===== config.mk =====
export PLATFORM = sky130hd
export DESIGN_NAME = led_breathe_pwm_flat
export DESIGN_NICKNAME = d
export VERILOG_FILES = /design/src/rtl/led_breathe_pwm_if.sv /design/src/rtl/led_breathe_pwm.sv /design/src/flat_wrapper.sv
export SDC_FILE = /design/constraint.sdc
export NUM_CORES = 1
export LEC_CHECK = 0
export CAP_MARGIN = 40
export CORE_MARGIN = 3
export CORE_UTILIZATION = 40
export DETAILED_ROUTE_END_ITERATION = 12
export GPL_ROUTABILITY_DRIVEN = 1
export GPL_TIMING_DRIVEN = 0
export PLACE_DENSITY_LB_ADDON = 0.3
export SETUP_SLACK_MARGIN = 0.05
export SYNTH_ARGS = -nofsm -noshare
export SYNTH_HDL_FRONTEND = slang
export SYNTH_SLANG_ARGS = --single-unit

===== constraint.sdc =====
create_clock -name CLK -period 2 [get_ports CLK]
set_clock_uncertainty 0.1 [all_clocks]
set_input_delay 0.4 -clock CLK [delete_from_list [all_inputs] [get_ports CLK]]
set_output_delay 0.4 -clock CLK [all_outputs]
set_load 0.01 [all_outputs]

===== src/rtl/led_breathe_pwm_if.sv =====
// led_breathe_pwm_if: step/enable inputs and LED/level/phase outputs
// master drives TICK/EN; slave (the breather) drives LED/DUTY/PHASE
interface led_breathe_pwm_if #(
  parameter int PWM_WIDTH = 8
);
  logic                 TICK;
  logic                 EN;
  logic                 LED;
  logic [PWM_WIDTH-1:0] DUTY;
  logic [1:0]           PHASE;

  modport master (
    output TICK, EN,
    input  LED, DUTY, PHASE
  );

  modport slave (
    input  TICK, EN,
    output LED, DUTY, PHASE
  );
endinterface


===== src/rtl/led_breathe_pwm.sv =====
// led_breathe_pwm: triangle "breathing" LED level stepped by TICK,
// rendered by a glitch-free PWM.
// Ports:
//   CLK, RESETN (sync, active-low),
//   bus.TICK, bus.EN, bus.LED, bus.DUTY, bus.PHASE.
// Macro BREATHE_HOLD_EN adds HOLD_HI/HOLD_LO dwell phases.
module led_breathe_pwm #(
  parameter int PWM_WIDTH  = 8,
  parameter int STEP       = 1,
  parameter int HOLD_TICKS = 16
) (
  input  logic             CLK,
  input  logic             RESETN,
  led_breathe_pwm_if.slave bus
);

  typedef enum logic [1:0] {
    RISE    = 2'd0,
    HOLD_HI = 2'd1,
    FALL    = 2'd2,
    HOLD_LO = 2'd3
  } phase_e;

  localparam logic [PWM_WIDTH-1:0] MAX =
    {PWM_WIDTH{1'b1}};
  localparam logic [PWM_WIDTH-1:0] ONE =
    PWM_WIDTH'(1);
  localparam logic [PWM_WIDTH-1:0] STEP_W =
    PWM_WIDTH'(STEP);
  // Turn-around threshold: avoids a wider DUTY+STEP sum.
  localparam logic [PWM_WIDTH-1:0] TOP =
    MAX - STEP_W;

  logic [PWM_WIDTH-1:0] pwm_cnt;
  logic [PWM_WIDTH-1:0] shadow;
  logic                 led_q;
  logic [PWM_WIDTH-1:0] duty_q;
  logic [PWM_WIDTH-1:0] duty_d;
  phase_e               phase_q;
  phase_e               phase_d;
  logic                 adv;

  assign adv = bus.TICK & bus.EN;

`ifdef BREATHE_HOLD_EN
  localparam int HW =
    (HOLD_TICKS > 1) ? $clog2(HOLD_TICKS) : 1;
  localparam logic [HW-1:0] HOLD_LAST =
    HW'(HOLD_TICKS - 1);
  localparam logic [HW-1:0] HOLD_ONE = HW'(1);

  logic [HW-1:0] hold_q;
  logic [HW-1:0] hold_d;

  always_ff @(posedge CLK) begin
    if (!RESETN) begin
      hold_q <= '0;
    end else begin
      hold_q <= hold_d;
    end
  end
`endif

  // PWM: shadow only reloads at period end, so
  // a DUTY change never truncates a period.
  always_ff @(posedge CLK) begin
    if (!RESETN) begin
      pwm_cnt <= '0;
      shadow  <= '0;
      led_q   <= 1'b0;
    end else begin
      led_q <= bus.EN & (pwm_cnt < shadow);
      if (pwm_cnt == MAX) begin
        shadow <= duty_q;
      end
      pwm_cnt <= bus.EN ? (pwm_cnt + ONE) : '0;
    end
  end

  always_ff @(posedge CLK) begin
    if (!RESETN) begin
      phase_q <= RISE;
      duty_q  <= '0;
    end else begin
      phase_q <= phase_d;
      duty_q  <= duty_d;
    end
  end

  always_comb begin
    phase_d = phase_q;
    duty_d  = duty_q;
`ifdef BREATHE_HOLD_EN
    hold_d  = hold_q;
`endif
    if (adv) begin
      case (phase_q)
        RISE: begin
          if (duty_q >= TOP) begin
            duty_d = MAX;
`ifdef BREATHE_HOLD_EN
            phase_d = HOLD_HI;
            hold_d  = '0;
`else
            phase_d = FALL;
`endif
          end else begin
            duty_d = duty_q + STEP_W;
          end
        end
        FALL: begin
          if (duty_q <= STEP_W) begin
            duty_d = '0;
`ifdef BREATHE_HOLD_EN
            phase_d = HOLD_LO;
            hold_d  = '0;
`else
            phase_d = RISE;
`endif
          end else begin
            duty_d = duty_q - STEP_W;
          end
        end
`ifdef BREATHE_HOLD_EN
        HOLD_HI: begin
          if (hold_q == HOLD_LAST) begin
            phase_d = FALL;
          end else begin
            hold_d = hold_q + HOLD_ONE;
          end
        end
        HOLD_LO: begin
          if (hold_q == HOLD_LAST) begin
            phase_d = RISE;
          end else begin
            hold_d = hold_q + HOLD_ONE;
          end
        end
`endif
        default: phase_d = RISE;
      endcase
    end
  end

  assign bus.LED   = led_q;
  assign bus.DUTY  = duty_q;
  assign bus.PHASE = phase_q;

endmodule


===== src/flat_wrapper.sv =====
// flat-port wrapper written by rule: the top's interface ports become plain ports
module led_breathe_pwm_flat 
#(
  parameter int PWM_WIDTH  = 8,
  parameter int STEP       = 1,
  parameter int HOLD_TICKS = 16
)
  (CLK, RESETN, bus_TICK, bus_EN, bus_LED, bus_DUTY, bus_PHASE);
  led_breathe_pwm_if #(.PWM_WIDTH(PWM_WIDTH)) bus_i ();
  input  logic CLK;
  input  logic RESETN;
  input wire logic [$bits(bus_i.TICK)-1:0] bus_TICK;
  input wire logic [$bits(bus_i.EN)-1:0] bus_EN;
  output wire logic [$bits(bus_i.LED)-1:0] bus_LED;
  output wire logic [$bits(bus_i.DUTY)-1:0] bus_DUTY;
  output wire logic [$bits(bus_i.PHASE)-1:0] bus_PHASE;
  assign bus_i.TICK = bus_TICK;
  assign bus_i.EN = bus_EN;
  assign bus_LED = bus_i.LED;
  assign bus_DUTY = bus_i.DUTY;
  assign bus_PHASE = bus_i.PHASE;
  led_breathe_pwm #(.PWM_WIDTH(PWM_WIDTH), .STEP(STEP), .HOLD_TICKS(HOLD_TICKS)) u_core (.CLK(CLK), .RESETN(RESETN), .bus(bus_i));
endmodule

==> results of run 1 <==
-- critical path: cells and delay by family, from the launching register on --
kind,cells,cell delay [ns]
flops,1,0.38
buf+inv,2,0.22
fa+ha+maj,1,0.20
simple gates,1,0.25
compound gates,3,0.59
-- how the worst max path moves through the flow --
stage                                  start                 end  slack, ns  cells after the start
final                     u_core.bus.DUTY[0]  u_core.bus.DUTY[5]       0.14                      7
after global routing      u_core.bus.DUTY[0]  u_core.bus.DUTY[5]       0.07                      7
after CTS                 u_core.bus.DUTY[0]  u_core.bus.DUTY[4]       0.03                      7
after detailed placement              RESETN      u_core.bus.LED      -0.07                      4
after global placement                RESETN      u_core.bus.LED      -0.09                      4
after floorplan           u_core.bus.DUTY[1]  u_core.bus.DUTY[1]       0.09                      7
-- placed cells by master, fill, tap and decap left out, drive strengths merged, types with 3 or more instances in the layout --
cell type / synthesis / routed
ha: 12 / 12
a31oi: 3 / 3
nand2: 11 / 11
nor2b: 3 / 3
clkbuf: 6 / 9
nand3: 10 / 10
clkdlybuf4s50: 0 / 13
mux2i: 8 / 8
inv: 10 / 10
o21ai: 9 / 9
and3: 4 / 4
nor2: 20 / 20
a21oi: 7 / 7
nand4: 4 / 4
o21a: 4 / 4
o31ai: 3 / 3
a211oi: 4 / 4
dfxtp: 26 / 26
nor3: 4 / 4
buf: 6 / 6
xor2: 4 / 4
-- registers in the layout (all words and copies together), names as in the netlist --
register	flops
u_core.pwm_cnt	8
u_core.bus.PHASE	1
u_core.shadow	8
u_core.bus.DUTY	8
u_core.bus.LED	1
-- per-stage QoR --
step / TNS [ns] / hold WS (ns) / worst slack [ns] / utilization [%] / std cells
after detailed placement: -0.0991 / 0.359 / -0.0704 / 48.1 / 250
after floorplan: 0 / 0.325 / 0.0890 / - / 189
after CTS: 0 / 0.378 / 0.0314 / 50.5 / 254
after global placement: -0.162 / 0.344 / -0.0943 / 48.1 / 250
final: 0 / 0.370 / 0.141 / 51.4 / 254
after global routing: 0 / 0.402 / 0.0653 / 51.4 / 254
-- metal layers --
metal / track usage [%] / vias to the layer above / share of wire, %
met4: 3.25 / 0 / 0.52
met5: 0 / - / 0
li1: - / 717 / -
met2: 25.3 / 32 / 49
met1: 18.6 / 650 / 47
met3: 3.06 / 2 / 3.4
-- layout make-up --
| cell class | count | area (um^2) |
|---|---|---|
| buffer | 12 | 90.1 |
| clock buffer | 3 | 41.3 |
| clock inverter | 1 | 30.0 |
| fill | 370 | 1820 |
| inverter | 10 | 37.5 |
| multi-input combinational | 141 | 1010 |
| sequential | 26 | 526 |
| tap | 48 | 60.1 |
| timing repair buffer | 13 | 130 |
-- cell families (layout without fill, tap and decap cells) --
logic type	count (synthesis)	after routing	share of synthesized area, %
AOI/OAI and AO/OA	44	44	18.9
other	1	1	0.235
buffers and inverters	22	39	6.83
adders and majority gates	12	12	9.42
and+or+nand+nor	70	70	23.6
DFF	26	26	32.7
xor gates and xnor gates	6	6	3.30
muxes	8	8	5.02
-- timing repair --
item,CTS,global route
hold endpoints to repair,0,0
gates resized for setup,5,10
setup endpoints to repair,3,6
pin swaps,0,2
setup buffers,0,0
-- power groups by stage --
stage | clock, W | combinational [W] | sequential, W
final | 0.000449 | 0.000114 | 0.000528
after global routing | 0.000478 | 0.000124 | 0.000529
after CTS | 0.000454 | 0.000106 | 0.000528
after detailed placement | 0 | 0.000101 | 0.000540
after global placement | 0 | 0.000101 | 0.000540
after floorplan | 0 | 0.0000689 | 0.000540
==> results.cfg, run 1 <==
[status]
status = complete, no violations

[logic_synthesis]
synth_top_area_share_pct = 32.7
synth.cell_area_mm2 = 0.00159
yosysMostFrequentCell = dfxtp_1
yosys_warnings = 0
synth_cells = 189
synth_edf_count = 0
ys.flop_type = dfxtp_1
synth.area.top_cells = dfxtp_1 33%, ha_1 9.4%, mux2i_1 5.0%, nor2_1 4.5%, nand3_1 3.1%
yosysTopAreaCell = dfxtp_1
synth_common_cells = 26 x dfxtp_1, 19 x nor2_1, 12 x ha_1, 11 x nand2_1
synthArstFlopShare_pct = 0
synth-seq-cells = 26
ys_types = 51
postSynthAreaPerCell_um2 = 8.43
ys_seq_area_share_pct = 32.7
syn-num-nets = 205

[hold_path]
hold_end = u_core.pwm_cnt[0]
hold_class = flip-flop to flip-flop
whs_path_depth = 1
worstHoldStart = u_core.pwm_cnt[0]

[worst_setup_path]
worstPathCellList = clkbuf_8 -> inv_2 -> ha_1 -> o211a_1 -> and2_2 -> o31ai_2 -> a31oi_1
start_kind = flip-flop
r2r.worst_path.cells = 7
end_kind = flip-flop
cp_max_fo = 8
r2r_start = u_core.bus.DUTY[0]
crit_type = flip-flop to flip-flop
arrival_ns = 1.91
cp.required_ns = 2.05
crit_slowest_cell = dfxtp_4
r2r_end = u_core.bus.DUTY[5]
reg2reg_slack_ns = 0.14
cp_slowest_stage_delay_ns = 0.38

[drt]
routed_wl_um = 3490
wl_per_cell_um = 13.7
ant_nets = 0
routed_via_density = 5.52
num_vias = 1401
drt_iter0_markers = 55
drcViolationCount = 0
drt_pass1_iterations = 4

[global_route]
first_global_vias = 1286
grt_overflow = 0
grt.total_usage_pct = 14.7
grt_pass1_wl_um = 5870
antenna_found_initial = 0
grt_max_degree = 16

[power]
power.share.sequential_pct = 48.4
swShare_pct = 22.6
leakage_nw = 0.723
p_sw_w = 0.000247
pwr-share-clk_pct = 41.1
intPower_w = 0.000844
power_frac_comb_pct = 10.4
power_density_mw_per_mm2 = 567
power_w = 0.00109
ir_drop_mv = 0.479

[timing]
period_share_pct = 93.0
hold_viol = 0
rsz0062_at_grt = no
finalMaxSlewViolations = 0
finalSetupViolations = 0
layout_min_cycle_time_ns = 1.86
fmax_ghz = 0.538

[final_layout]
diodes = 0
fin_area_mm2 = 0.00192
syn_to_final_growth_pct = 20.7
drive_gt1_share_pct = 13.6
fin_nets = 223

[placed_design]
numPortBuffers = 13
dpl.hpwl_um = 2530
postPlaceCellArea_mm2 = 0.00180
gp_congestion = 0.856

[floorplanning]
dieArea_mm2 = 0.00478
start_util_pct = 42.6
ios = 15
coreArea_mm2 = 0.00374
std_cell_rows = 22
die_w_um = 69.1
dieHeight_um = 69.1

[clock_network]
ctsRootBufferMaster = clkbuf_8
hold_buffers = 0
clock_path_buffers = 2
cts_tree = yes
cts_buffers = 3
clock-sinks = 26
clk_pin_slew_ns = 0.10
insertion_delay_ns = 0.28
h-tree-depth = 1

[run]
cap_violations = 0
(Power assumes the default switching activity.)
==> run 2, diff against run 1 <==
ABC_AREA = 1   (was default)
CORE_MARGIN = 8   (was 3)
==> run 2 against run 1 <==
  * Sequential power increased by 5.1%
  * Cell area decreased by 1.6%
  * Critical path depth down 6
  * Non-clock buffer count fell by 8
  * Sequential share of layout area is 0.39 points higher
  * Clock power about the same
  * Core utilization down 3.4 points
  * Power is 9.5% higher
  * Setup slack lost 0.0069 ns
  * Fmax decreased by 0.37%
  * First-iteration DRC count grew 53%
  * Combinational power increased by 69%
  * Largest cell class unchanged
  * Highest routed layer unchanged
==> results.cfg, run 2 <==
[global_route]
grt_max_degree = 16
grt_use_met2_pct = 20.4
grt_pass1_wl_um = 6160
grt_overflow = 0
use_met1_pct = 14.6
grt.busiest_layer = met2
grtUsageMet3_pct = 3.15
first_global_vias = 1369
grt.total_usage_pct = 11.9
antenna_found_initial = 0

[floorplanning]
dieArea_mm2 = 0.00636
start_util_pct = 41.2
coreArea_mm2 = 0.00394
std_cell_rows = 23
ios = 15
die_w_um = 79.7
dieHeight_um = 79.7

[power]
power_density_mw_per_mm2 = 631
power_frac_comb_pct = 16.1
pwr-share-clk_pct = 37.3
leakage_nw = 0.799
power_w = 0.00119
ir_drop_mv = 0.423
intPower_w = 0.000881
p_sw_w = 0.000313
swShare_pct = 26.2
power.share.sequential_pct = 46.5

[clock_network]
h-tree-depth = 1
insertion_delay_ns = 0.28
cts_buffers = 3
hold_buffers = 0
clock_path_buffers = 2
ctsRootBufferMaster = clkbuf_8
cts_tree = yes
post-cts-setup-buffer-count = 0
clk_pin_slew_ns = 0.10
clock-sinks = 26

[logic_synthesis]
yosysTopAreaCell = dfxtp_1
yosys_warnings = 0
ys.flop_type = dfxtp_1
synth_edf_count = 0
ys_seq_area_share_pct = 32.0
synth.cell_area_mm2 = 0.00163
ys_types = 27
postSynthAreaPerCell_um2 = 6.66
synthArstFlopShare_pct = 0
yosysMostFrequentCell = nand2_1
syn-num-nets = 260
synth.area.top_cells = dfxtp_1 32%, nand2_1 16%, ha_1 9.2%, a21oi_1 7.4%, inv_1 6.0%
synth_top_area_share_pct = 32.0
synth-seq-cells = 26
synth_common_cells = 69 x nand2_1, 26 x dfxtp_1, 26 x inv_1, 24 x a21oi_1, 24 x nor2_1
synth_cells = 244

[worst_setup_path]
r2r.worst_path.cells = 11
cp.depth = 1
worstPathCellList = clkdlybuf4s50_1
cp_max_fo = 8
crit_slowest_cell = clkdlybuf4s50_1
end_kind = output pin
cp.required_ns = 1.50
path_buf_inv = 1
cp_slowest_stage_delay_ns = 0.60
critPathTopFamily = buffers and inverters
arrival_ns = 1.37
start_kind = flip-flop
crit_type = flip-flop to output pin

[final_layout]
diodes = 0
fin_area_mm2 = 0.00189
syn_to_final_growth_pct = 16.5
stdcell_count = 311
final_cell_mix = 69 x nand2_1, 26 x inv_1, 24 x nor2_1, 24 x a21oi_1, 23 x dfxtp_1
fin_nets = 278
layout_commonest_cell = nand2_1
fill_cells = 423
drive_gt1_share_pct = 10.3

[timing]
finalMaxSlewViolations = 0
rsz0062_at_grt = no
hold_viol = 0
tns_ns = 0
layout_min_cycle_time_ns = 1.87
fmax_ghz = 0.536
period_share_pct = 93.3
finalSetupViolations = 0

[drt]
num_vias = 1463
routed_via_density = 4.70
drt_pass1_iterations = 4
ant_nets = 0
drcViolationCount = 0
routed_wl_um = 3590
drt_iter0_markers = 84
wl_per_cell_um = 11.5

[status]
status = complete, no violations

[placed_design]
postPlaceCellArea_mm2 = 0.00182
dpl.hpwl_um = 2720
place_inst = 307
numPortBuffers = 13
gp_congestion = 0.919

[run]
cap_violations = 0

[hold_path]
whs_path_depth = 2
hold_class = flip-flop to flip-flop
==> run 2: cell types whose count changed after synthesis, sizes merged, moves of 4 or more <==
| cell | before | now |
|---|---|---|
| nand2 | 11 | 73 |
| nor2 | 20 | 27 |
| mux2i | 8 | 0 |
| a211oi | 4 | 0 |
| inv | 10 | 32 |
| clkbuf | 6 | 1 |
| o21ai | 9 | 13 |
| and3 | 4 | 0 |
| a21oi | 7 | 25 |
| nand3 | 10 | 15 |
==> run 2: path summary, 6_finish.rpt <==
path,endpoint,slack [ns],from
min reg2reg,u_core.shadow[0],0.37,u_core.shadow[0]
max,bus_DUTY[4],0.13,u_core.bus.DUTY[4]
max reg2reg,u_core.bus.DUTY[6],0.28,u_core.bus.DUTY[0]
min,u_core.shadow[0],0.37,u_core.shadow[0]
==> run 2: cells by family after synthesis <==
kind of cell / Yosys count / share of synthesized area [%]
AND/OR/NAND/NOR: 122 / 32.6
AO/OA/AOI/OAI: 41 / 13.2
flip-flops: 26 / 32.0
buffers and inverters: 37 / 10.0
XOR/XNOR: 5 / 2.69
other: 1 / 0.231
adder cells (fa/ha/maj): 12 / 9.24
==> run 2: metal layers <==
| layer | vias to the layer above | part of all wire, % |
|---|---|---|
| met2 | 19 | 47 |
| met5 | - | 0 |
| met3 | 2 | 3.7 |
| li1 | 810 | - |
| met4 | 0 | 0.67 |
| met1 | 632 | 49 |
==> run 2: area by class of cell <==
class | count | area [um^2] | area share, %
Multi-Input combinational cell | 181 | 942 | 49.8
Sequential cell | 26 | 524 | 27.7
Timing Repair Buffer | 13 | 130 | 6.87
Inverter | 33 | 129 | 6.81
Tap cell | 50 | 62.6 | 3.30
Clock buffer | 3 | 41.3 | 2.18
Buffer | 4 | 33.8 | 1.78
Clock inverter | 1 | 30.0 | 1.59
==> run 2: power groups by stage <==
stage               combinational (W)  sequential (W)  clock [W]
CTS                          0.000193        0.000554   0.000461
global route                 0.000218        0.000559   0.000482
global placement             0.000191        0.000567          0
finish                       0.000193        0.000555   0.000446
detailed placement           0.000192        0.000566          0
floorplan                    0.000130        0.000566          0
==> run 2: repair_timing <==
action,4_1_cts,5_1_grt
setup endpoints to repair,0,3
gates resized for setup,0,3
endpoints found under the hold margin,0,0
==> run 2: per-stage QoR <==
stage / util [%] / worst slack [ns] / hold WS, ns
global placement: 46.1 / 0.00102 / 0.350
finish: 48.0 / 0.134 / 0.369
floorplan: - / 0.412 / 0.330
global route: 48.0 / 0.0839 / 0.395
CTS: 47.9 / 0.0762 / 0.371
detailed placement: 46.1 / 0.0308 / 0.356
==> run 3, diff against run 2 <==
ABC_CLOCK_PERIOD_IN_PS = 2000   (was default)
CAP_MARGIN = default   (was 40)
==> results of run 3 <==
Final layout, timing and power as in run 2 (identical DEF).
